**src/rtl/pipe_chain.sv**
```systemverilog
// Parameterised in-order instruction pipeline with stall/flush boundaries
// and retire/bubble counters on the oldest stage.
module pipe_chain #(
    parameter int WIDTH     = 32,
    parameter int DEPTH     = 4,
    parameter int STALL_IDX = 1,
    parameter int FLUSH_IDX = 2
) (
    input  logic              clk,
    input  logic              rst_n,
    input  logic              in_valid,
    input  logic [31:0]       in_pc,
    input  logic [WIDTH-1:0]  in_data,
    input  logic              stall_i,
    input  logic              flush_i,
    output logic              in_ready,
    output logic [DEPTH-1:0]  stage_valid_o,
    output logic              out_valid,
    output logic [31:0]       out_pc,
    output logic [WIDTH-1:0]  out_data,
    output logic [31:0]       retire_cnt,
    output logic [31:0]       bubble_cnt
);

    logic [DEPTH-1:0] valid_q, valid_d;
    logic [31:0]      pc_q   [DEPTH];
    logic [31:0]      pc_d   [DEPTH];
    logic [WIDTH-1:0] data_q [DEPTH];
    logic [WIDTH-1:0] data_d [DEPTH];

    logic [DEPTH-1:0] src_valid;
    logic [31:0]      src_pc   [DEPTH];
    logic [WIDTH-1:0] src_data [DEPTH];

    logic [31:0] retire_cnt_q, retire_cnt_d;
    logic [31:0] bubble_cnt_q, bubble_cnt_d;

    assign in_ready = ~stall_i & ~flush_i;

    // src_* is what each stage would load on a normal advance; an invalid
    // input is zeroed here so every bubble carries an all-zero payload.
    always_comb begin
        src_valid   = '0;
        src_valid[0] = in_valid;
        src_pc[0]   = in_valid ? in_pc : 32'd0;
        src_data[0] = in_valid ? in_data : '0;
        for (int k = 1; k < DEPTH; k++) begin
            src_valid[k] = valid_q[k-1];
            src_pc[k]    = pc_q[k-1];
            src_data[k]  = data_q[k-1];
        end
    end

    always_comb begin
        valid_d = '0;
        for (int k = 0; k < DEPTH; k++) begin
            pc_d[k]   = 32'd0;
            data_d[k] = '0;
        end
        for (int k = 0; k < DEPTH; k++) begin
            if (flush_i) begin
                if (k > FLUSH_IDX) begin
                    valid_d[k] = src_valid[k];
                    pc_d[k]    = src_pc[k];
                    data_d[k]  = src_data[k];
                end
            end else if (stall_i) begin
                // Young side freezes; the slot just above it takes a bubble.
                if (k <= STALL_IDX) begin
                    valid_d[k] = valid_q[k];
                    pc_d[k]    = pc_q[k];
                    data_d[k]  = data_q[k];
                end else if (k > STALL_IDX + 1) begin
                    valid_d[k] = src_valid[k];
                    pc_d[k]    = src_pc[k];
                    data_d[k]  = src_data[k];
                end
            end else begin
                valid_d[k] = src_valid[k];
                pc_d[k]    = src_pc[k];
                data_d[k]  = src_data[k];
            end
        end
    end

    always_comb begin
        retire_cnt_d = retire_cnt_q;
        bubble_cnt_d = bubble_cnt_q;
        if (valid_q[DEPTH-1]) begin
            retire_cnt_d = retire_cnt_q + 32'd1;
        end else begin
            bubble_cnt_d = bubble_cnt_q + 32'd1;
        end
    end

    always_ff @(posedge clk or negedge rst_n) begin
        if (!rst_n) begin
            valid_q      <= '0;
            retire_cnt_q <= 32'd0;
            bubble_cnt_q <= 32'd0;
            for (int k = 0; k < DEPTH; k++) begin
                pc_q[k]   <= 32'd0;
                data_q[k] <= '0;
            end
        end else begin
            valid_q      <= valid_d;
            retire_cnt_q <= retire_cnt_d;
            bubble_cnt_q <= bubble_cnt_d;
            for (int k = 0; k < DEPTH; k++) begin
                pc_q[k]   <= pc_d[k];
                data_q[k] <= data_d[k];
            end
        end
    end

    assign stage_valid_o = valid_q;
    assign out_valid     = valid_q[DEPTH-1];
    assign out_pc        = pc_q[DEPTH-1];
    assign out_data      = data_q[DEPTH-1];
    assign retire_cnt    = retire_cnt_q;
    assign bubble_cnt    = bubble_cnt_q;

endmodule
```
**config.mk**
```make
export PLATFORM = sky130hd
export DESIGN_NAME = pipe_chain
export DESIGN_NICKNAME = d
export VERILOG_FILES = /design/src/rtl/pipe_chain.sv
export SDC_FILE = /design/constraint.sdc
export NUM_CORES = 1
export LEC_CHECK = 0
export CAP_MARGIN = 20
export CELL_PAD_IN_SITES_DETAIL_PLACEMENT = 0
export CELL_PAD_IN_SITES_GLOBAL_PLACEMENT = 2
export CORE_ASPECT_RATIO = 0.75
export CORE_MARGIN = 2
export CORE_UTILIZATION = 41
export CTS_BUF_LIST = sky130_fd_sc_hd__clkbuf_4 sky130_fd_sc_hd__clkbuf_8
export DETAILED_ROUTE_END_ITERATION = 16
export GPL_TIMING_DRIVEN = 0
export HOLD_SLACK_MARGIN = 0.05
export PLACE_DENSITY = 0.95
export SLEW_MARGIN = 20
export SYNTH_ARGS = -nofsm -noshare
export SYNTH_HDL_FRONTEND = slang
export SYNTH_SLANG_ARGS = --single-unit
```
**constraint.sdc**
```tcl
create_clock -name clk -period 4.25 [get_ports clk]
set_input_delay 0.85 -clock clk [delete_from_list [all_inputs] [get_ports clk]]
set_output_delay 0.85 -clock clk [all_outputs]
set_load 0.01 [all_outputs]
```
==> reports/results.ini, run 1 <==
[yosys]
yosysUniqueCellTypes=30
synthesis.area_sq_um=11900
syn-num-nets=937
synth_cells=866
synth_top_area_share_pct=68.0
yosysSeqAreaShare_pct=68.0
ys_ff_latch=324
yosys_warnings=0
synth-main-ff-cell=dfrtp_1
synthArstFlopShare_pct=100
synth_largest_area_cell=dfrtp_1
syn_avg_cell_area_sq_um=13.8
netlist_top_cells_count=dfrtp_1 (324), nor2_1 (74), and2_1 (71)
synth.most_common_cell=dfrtp_1
synth_edf_count=0
yosys-top-cells-area=dfrtp_1 (68%), mux2i_1 (5.5%), a22o_1 (4.7%)

[clock_network]
postCtsSetupBuffers=0
cts.hold.buffers_added=0
cts_buffers=50
cts_tree=done
insertion_delay_ns=0.57
cts.repair.resized=0
root_buffer=clkbuf_8
clockBufferDepth=3
cts_sinks=324
htree_levels=2
path_clk_slew_ns=0.06

[global_routing]
grtUsageMet3_pct=4.75
grt_pass1_vias=7277
antenna_found_initial=3
use_met2_pct=23.7
track_usage_pct=16.3
grt_max_degree=90
grt_use_met1_pct=23.5
overflow=0
busiest_layer=met2
grt_pass1_wl_microns=39200

[critical_path]
worst_path_max_delay_cell=clkdlybuf4s50_1
rr_worst_depth=5
start_kind=input pin
max_stage_delay_ns=0.62
worstPathRequired_ns=3.40
critical_path_class=input pin to primary output
crit_arrival_ns=2.60
rr_endpoint=bubble_cnt[22]
crit_top_cell=clkdlybuf4s50_1
cp-end-kind=primary output
rr_startpoint=stage_valid_o[3]
reg2reg_slack_ns=2.34
path_cells=clkdlybuf4s50_1 -> nor2_1 -> clkbuf_1 -> clkdlybuf4s50_1
worstPathMaxFanout=10

[drt]
post_drt_wl_per_cell_microns=15.8
first_iter_violations=270
drt-vias-per-instance=4.66
drc=0
wirelength_microns=24600
first_pass_iters=4
ant_nets=0
num_vias=7261

[floorplan]
core_sq_um=28900
num_rows=54
start_util_pct=41.4
pin_count=203
die_area_sq_um=30500
die_y_microns=152
chipWidth_microns=201

[sta]
slew_headroom_pct=47.1
drv_slew=0
final_hold_viol_count=0
min_period_ns=3.45
fin_worst_skew_ns=0.0181
worst_pin_slew_ns=0.794
setup_viol=0
fmax_ghz=0.290
holdWs_ns=0.305
fin_crit_sh_pct=81.1
grt_setup_unrepaired=false
fin_ws_ns=0.802

[final_layout]
regArea_sq_um=8110
drive_gt1_share_pct=15.6
multi_input_area_sq_um=3150
nFillCells=2413
syn_to_final_growth_pct=31.1
nets=1194
final_cell_area_sq_um=15600

[worst_hold_path]
hp-class=input pin to asynchronous set/reset pin

[placement]
place.detailed.hpwl_microns=16300
detailedPlace.worstSlack_ns=0.796
finalWeightedCongestion=0.803
port_buffers=202
placed_cell_area_sq_um=14500

[power]
ir_worst_vdd_v=0.000237
leakagePower_nw=7.61
power_mw=6.53
p_per_area_nw_per_um2=418

[job]
drv_cap=0

[run_status]
status=completed

-- flip-flops by register name, summed over array words and instances (netlist names) --
signal	cells
bubble_cnt	32
data_q	96
out_data	32
out_pc	32
pc_q	96
retire_cnt	32
stage_valid_o	4
-- worst max-delay path: cells and delay by family --
family | cells | cell delay, ns
simple gates | 1 | 0.25
buf+inv | 3 | 1.50
-- layout by cell type (no fill, tap or decap), types with 2 or more instances in the layout --
cell type	count
nand4_1	20
nor2b_1	2
nand3_1	23
xor2_1	8
mux2_2	2
nor2_1	74
clkdlybuf4s50_1	201
buf_16	3
buf_1	11
inv_1	3
and3_1	7
nor3_1	3
xnor2_1	54
and2_1	71
dfrtp_1	324
diode_2	3
clkbuf_8	66
buf_4	67
buf_2	7
clkbuf_1	19
clkbuf_4	16
nor4_4	4
and4_1	8
mux2i_1	65
nand2_1	19
ha_1	2
nand4_2	2
a22o_1	64
clkinv_2	8
-- routing by layer --
layer / wire [microns] / share of wire (%) / up-vias
met5: 13 / 0.053 / -
met4: 518 / 2.1 / 2
met3: 1790 / 7.3 / 47
met2: 10400 / 42 / 230
met1: 11900 / 48 / 3576
li1: - / - / 3406
-- metrics by stage --
step	util [%]	cells	setup TNS, ns
2_1_floorplan	-	866	0
3_3_place_gp	50.1	1460	-3718.42
3_5_place_dp	50.4	1463	0
4_1_cts	54.2	1554	0
5_1_grt	54.2	1554	0
6_report	54.2	1557	0
-- layout make-up --
type,instances,share of cell area [%]
inverters,3,0.0720
well taps,392,3.14
diodes,3,0.0480
plain buffers,105,4.23
flip-flops and latches,324,51.9
clock buffers,82,6.58
repair buffers,205,13.5
clock inverters,9,0.448
multi-input cells,434,20.1
-- worst max-delay path by stage --
stage	startpoint	endpoint	slack, ns	cells past startpoint
3_3_place_gp	rst_n	pc_q[66]	-11.52	1
6_report	stall_i	in_ready	0.80	4
5_1_grt	stall_i	in_ready	0.67	4
3_5_place_dp	flush_i	in_ready	0.80	4
2_1_floorplan	flush_i	in_ready	2.13	2
4_1_cts	flush_i	in_ready	0.77	4
-- cells by family after synthesis --
family | count (synthesis) | synth area share [%]
xor+xnor | 62 | 4.55
fa+ha+maj | 2 | 0.210
compound gates | 65 | 4.76
flops | 324 | 68.0
mux | 67 | 5.64
buf+inv | 108 | 5.64
simple gates | 238 | 11.2
-- where the power goes --
part           switching, mW  internal, mW  total [mW]
sequential            0.0887          3.17        3.26
combinational          0.239         0.256       0.495
clock                   1.19          1.59        2.77
No activity file was read; power rests on OpenSTA's default activity.
==> run 2: changes to the inputs <==
- CORE_UTILIZATION: 41 -> 38
- PLACE_DENSITY: 0.95 -> 0.91
- clock period: 4.25 -> 3.4 ns (I/O delays scaled with it)
==> run 2 against run 1 <==
Net effect: worst hold slack improved by 0.022 ns; clock-buffer cell count shrank 1; via count about the same; first-iteration DRC count up 59%; combinational power rose by 25%; final cell count increased by 0.58%; clock power increased by 21%; final area about the same; utilization is 4.0 points lower; register-to-register slack lost 0.84 ns; sequential power grew 25%; sequential share of layout area is essentially flat; critical path type unchanged; largest power group unchanged.
==> reports/results.ini, run 2 (synthesis results as in run 1) <==
[drt]
first_iter_violations=428
drc=0
drt-vias-per-instance=4.63
wirelength_microns=25000
first_pass_iters=6
post_drt_wl_per_cell_microns=16.0
num_vias=7258
ant_nets=0

[floorplan]
chipWidth_microns=209
die_area_sq_um=32800
pin_count=203
die_y_microns=157
num_rows=56
start_util_pct=38.3
core_sq_um=31100

[clock_network]
cts_buffers=51
cts_sinks=324
clockBufferDepth=3
htree_levels=2
postCtsSetupBuffers=0
root_buffer=clkbuf_8
path_clk_slew_ns=0.06
insertion_delay_ns=0.59
cts_tree=done

[final_layout]
nFillCells=2725
final_common_cell=dfrtp_1
drive_gt1_share_pct=15.3
regArea_sq_um=8110
final_cell_mix=dfrtp_1 (324), clkdlybuf4s50_1 (201), nor2_1 (74), and2_1 (71), buf_4 (67)
final_cell_area_sq_um=15600
nets=1196
finalNonFillerCells=1566
syn_to_final_growth_pct=30.9
top_regs=data_q x96, pc_q x96
fin_util_pct=50.2
multi_input_area_sq_um=3150

[sta]
fin_ws_ns=0.279
fin_worst_skew_ns=0.0206
holdWs_ns=0.327
fin_crit_sh_pct=91.8
tns_ns=0
min_period_ns=3.12
fmax_ghz=0.320
grt_setup_unrepaired=false
final_hold_viol_count=0
worst_pin_slew_ns=0.773
drv_slew=0
setup_viol=0
slew_headroom_pct=48.4

[critical_path]
rr_worst_depth=5
rr_endpoint=bubble_cnt[22]
start_kind=input pin
worst_path_max_delay_cell=clkdlybuf4s50_1
crit_top_cell=clkdlybuf4s50_1
crit_arrival_ns=2.44
cp-end-kind=primary output
worstPathRequired_ns=2.72
rr_startpoint=stage_valid_o[3]
critical_path_class=input pin to primary output
reg2reg_slack_ns=1.50
max_stage_delay_ns=0.62
worstPathMaxFanout=10
path_cells=clkdlybuf4s50_1 -> nor2_1 -> clkbuf_1 -> clkdlybuf4s50_1

[global_routing]
grt_max_degree=98
overflow=0
antenna_found_initial=1
track_usage_pct=15.7
grt_pass1_wl_microns=40800
grt_pass1_vias=7511

[worst_hold_path]
hold_end=out_pc[20]
hp-class=flop to flop
holdPathStages=0
hp-start=pc_q[52]

[placement]
place.detailed.hpwl_microns=16500
detailedPlace.worstSlack_ns=0.249
port_buffers=202
finalWeightedCongestion=0.754
dp_cells=1477
placed_cell_area_sq_um=14500

[power]
ir_worst_vdd_v=0.000281
power_mw=8.07
leakagePower_nw=7.59
p_per_area_nw_per_um2=516

[job]
drv_cap=0

[run_status]
status=completed

==> run 2: repair_timing <==
action / CTS / global route
hold endpoints to repair: 38 / 0
hold buffers: 1 / 0
resized for setup: 0 / 0
==> run 2: area by class of cell <==
type                       instances  area share (%)
sequential                       324            51.9
clock buffer                      81            6.50
timing repair buffer             206            13.6
antenna                            1          0.0160
clock inverter                     6           0.296
multi-input combinational        434            20.2
inverter                           3          0.0721
tap                              406            3.25
buffer                           105            4.24
==> run 2: worst max-delay path: cells and delay by family <==
kind	cells	cell delay [ns]
buf+inv	3	1.48
simple gates	1	0.28
==> run 2: report_power, final <==
group	internal, mW	total, mW	switching, mW
clock	1.89	3.36	1.47
sequential	3.97	4.08	0.115
combinational	0.320	0.618	0.298
total	6.18	8.07	1.89
==> run 2: routing by layer <==
metal,vias to the layer above,share of wire [%],wire length [microns],global-route usage (%)
met5,-,0,0,0
met4,0,2.0,504,5.07
met3,46,6.7,1670,4.47
met2,200,44,11000,23.3
met1,3612,47,11800,22.4
li1,3400,-,-,-
==> run 2: worst max-delay path by stage <==
| stage | startpoint | to | slack, ns | cells past startpoint |
|---|---|---|---|---|
| 3_5_place_dp | flush_i | in_ready | 0.25 | 4 |
| 3_3_place_gp | rst_n | pc_q[102] | -12.30 | 1 |
| 6_report | flush_i | in_ready | 0.28 | 4 |
| 4_1_cts | flush_i | in_ready | 0.24 | 4 |
| 2_1_floorplan | flush_i | in_ready | 1.62 | 2 |
| 5_1_grt | flush_i | in_ready | 0.15 | 4 |
==> run 3: changes to the inputs <==
- CAP_MARGIN: 20 -> 0
- CORE_UTILIZATION: 38 -> 41
- PLACE_DENSITY: 0.91 -> 0.95
- clock period: 3.4 -> 3.6 ns (I/O delays scaled with it)
==> results of run 3 <==
The final DEF is identical to that of run 1. Status: completed.
Among the figures that moved: setup slack after placement 0.796 ns -> 0.406 ns; setup slack after layout 0.802 ns -> 0.412 ns; hold slack 0.305 ns -> 0.175 ns; register-to-register setup slack 2.34 ns -> 1.69 ns; total power 6.53 mW -> 7.71 mW; worst IR drop on VDD 0.000237 V -> 0.000279 V
==> edit, RTL diff (settings of run 2) <==
Register the output `retire_cnt` once more, with the module's reset; this adds one clock of latency there. The other outputs are not delayed to match.
--- a/src/rtl/pipe_chain.sv
+++ b/src/rtl/pipe_chain.sv
@@ -117,7 +117,13 @@
     assign out_valid     = valid_q[DEPTH-1];
     assign out_pc        = pc_q[DEPTH-1];
     assign out_data      = data_q[DEPTH-1];
-    assign retire_cnt    = retire_cnt_q;
+    always_ff @(posedge clk or negedge rst_n) begin
+        if (!rst_n) begin
+            retire_cnt <= '0;
+        end else begin
+            retire_cnt <= retire_cnt_q;
+        end
+    end
     assign bubble_cnt    = bubble_cnt_q;
 
 endmodule
Formal check against the unedited RTL: same outputs for any inputs over 4 cycles, from zero or initial values and one cycle with rst_n low; that may be too few to reach the edited logic, so the function may still have changed.
==> edit against run 2 <==
  * First-iteration DRC count up 8.2%
  * Via count up 2.4%
  * Fmax up 0.42%
  * Sequential cell count up 32
  * Critical path depth unchanged
  * Final area up 6.7%
  * Setup slack better by 0.013 ns
  * Area after synthesis up 6.7%
  * Clock skew up 0.0074 ns
  * Power up 13%
  * Routed wire length up 2.3%
  * Highest routed layer unchanged
==> edit: results (changes against run 2) <==
metric	value	unit	change
routability cong.	0.760		+0.78%
worst clock skew	0.0280	ns	+0.00737 ns
top sig layer	met4		
Worst Path Arrival	2.43	ns	
Layout fillers	2945		+8.1%
Layout Nets	1229		+2.8%
DRT iter0 DRCs	463		+8.2%
largest net degree at the start of global routing	103		+5.1%
Leak	8.13	nW	+7.2%
Area contributors post-synth	dfrtp_1, mux2i_1, a22o_1		
Worst-Margin Slew	0.765	ns	-0.00844 ns
crit-path leading delay family	buffers and inverters		
DP HPWL	16.9	mm	+2.0%
GRT met2 Usage	0.224		-0.00847
register area share after synthesis	0.700		+0.0202
vias in the first global route	7582		+0.95%
met1 usage	0.205		-0.0191
commonest cells in the synthesized netlist	dfrtp_1, nor2_1, and2_1		
Post-Syn Nets	969		+3.4%
wl on met1	12.3	mm	+3.7%
first-pass GRT wire length	40.9	mm	+0.32%
Antenna diodes	0		-1
layout cell share with drive strength beyond 1	0.155		+0.00241
Post-Route WL	25.6	mm	+2.3%
top flop regs	data_q x96, pc_q x96		
placed inst area	0.0154	mm²	+5.9%
met3 Use GR	0.0450		+0.000312
met3 WL	1.62	mm	-2.6%
maximum vdd drop	0.000334	V	+19%
Detail Route Antenna Nets	0		unchanged
clock slew at reported path FFs	0.06	ns	about the same
Hold/Removal Path Class	in2async		
All-Layer GR Usage	0.148		-0.00937
status	finished, final reports clean		
CTS root buf	clkbuf_8		
via count	7430		+2.4%
worst slack, placed	0.280	ns	+0.0307 ns
CTS buffer count	53		+3.9%
TritonRoute pass-1 iters	4		-2
Crit path largest cell delay	0.62	ns	about the same
Routed met2 length	11.2	mm	+1.7%
-- edit: through the flow --
| step | utilization | std cells | hold slack, ns | setup TNS, ns |
|---|---|---|---|---|
| final | 0.501 | 1649 | 0.0712 | 0 |
| after global routing | 0.501 | 1649 | 0.0952 | 0 |
| after CTS | 0.501 | 1649 | 0.0728 | 0 |
| after detailed placement | 0.463 | 1553 | 0.335 | 0 |
| after global placement | 0.461 | 1550 | 0.332 | -4804.63 |
| after floorplan | - | 898 | 0.331 | 0 |
-- edit: worst paths after layout --
path	startpoint	end	slack, ns
min	rst_n	bubble_cnt[14]	0.07
min in group clk	data_q[33]	out_data[1]	0.34
max in group asynchronous	rst_n	data_q[65]	2.38
min reg2reg	data_q[33]	out_data[1]	0.34
max	flush_i	in_ready	0.29
max reg2reg	stage_valid_o[3]	bubble_cnt[20]	1.47
-- edit: cell families after synthesis --
logic type / share of synthesized area
AO/OA/AOI/OAI: 0.0446
XOR/XNOR: 0.0427
adder cells (fa/ha/maj): 0.00197
buffers and inverters: 0.0529
flip-flops: 0.700
multiplexers: 0.0529
AND/OR/NAND/NOR: 0.105
-- edit: final cells by class --
class | count | area (µm²) | share of cell area
multi-input combinational | 434 | 3150 | 0.189
clock inverter | 10 | 160 | 0.00961
tap | 450 | 563 | 0.0338
inverter | 3 | 11.3 | 0.000676
buffer | 105 | 662 | 0.0397
clock buffer | 86 | 1100 | 0.0661
sequential | 356 | 8910 | 0.535
timing repair buffer | 205 | 2110 | 0.127
-- edit: power by group --
group | switching (mW) | leakage, nW | internal [mW]
Clock | 1.63 | 0.667 | 2.36
Combinational | 0.303 | 2.54 | 0.319
Sequential | 0.116 | 4.92 | 4.36
Total | 2.05 | 8.13 | 7.03
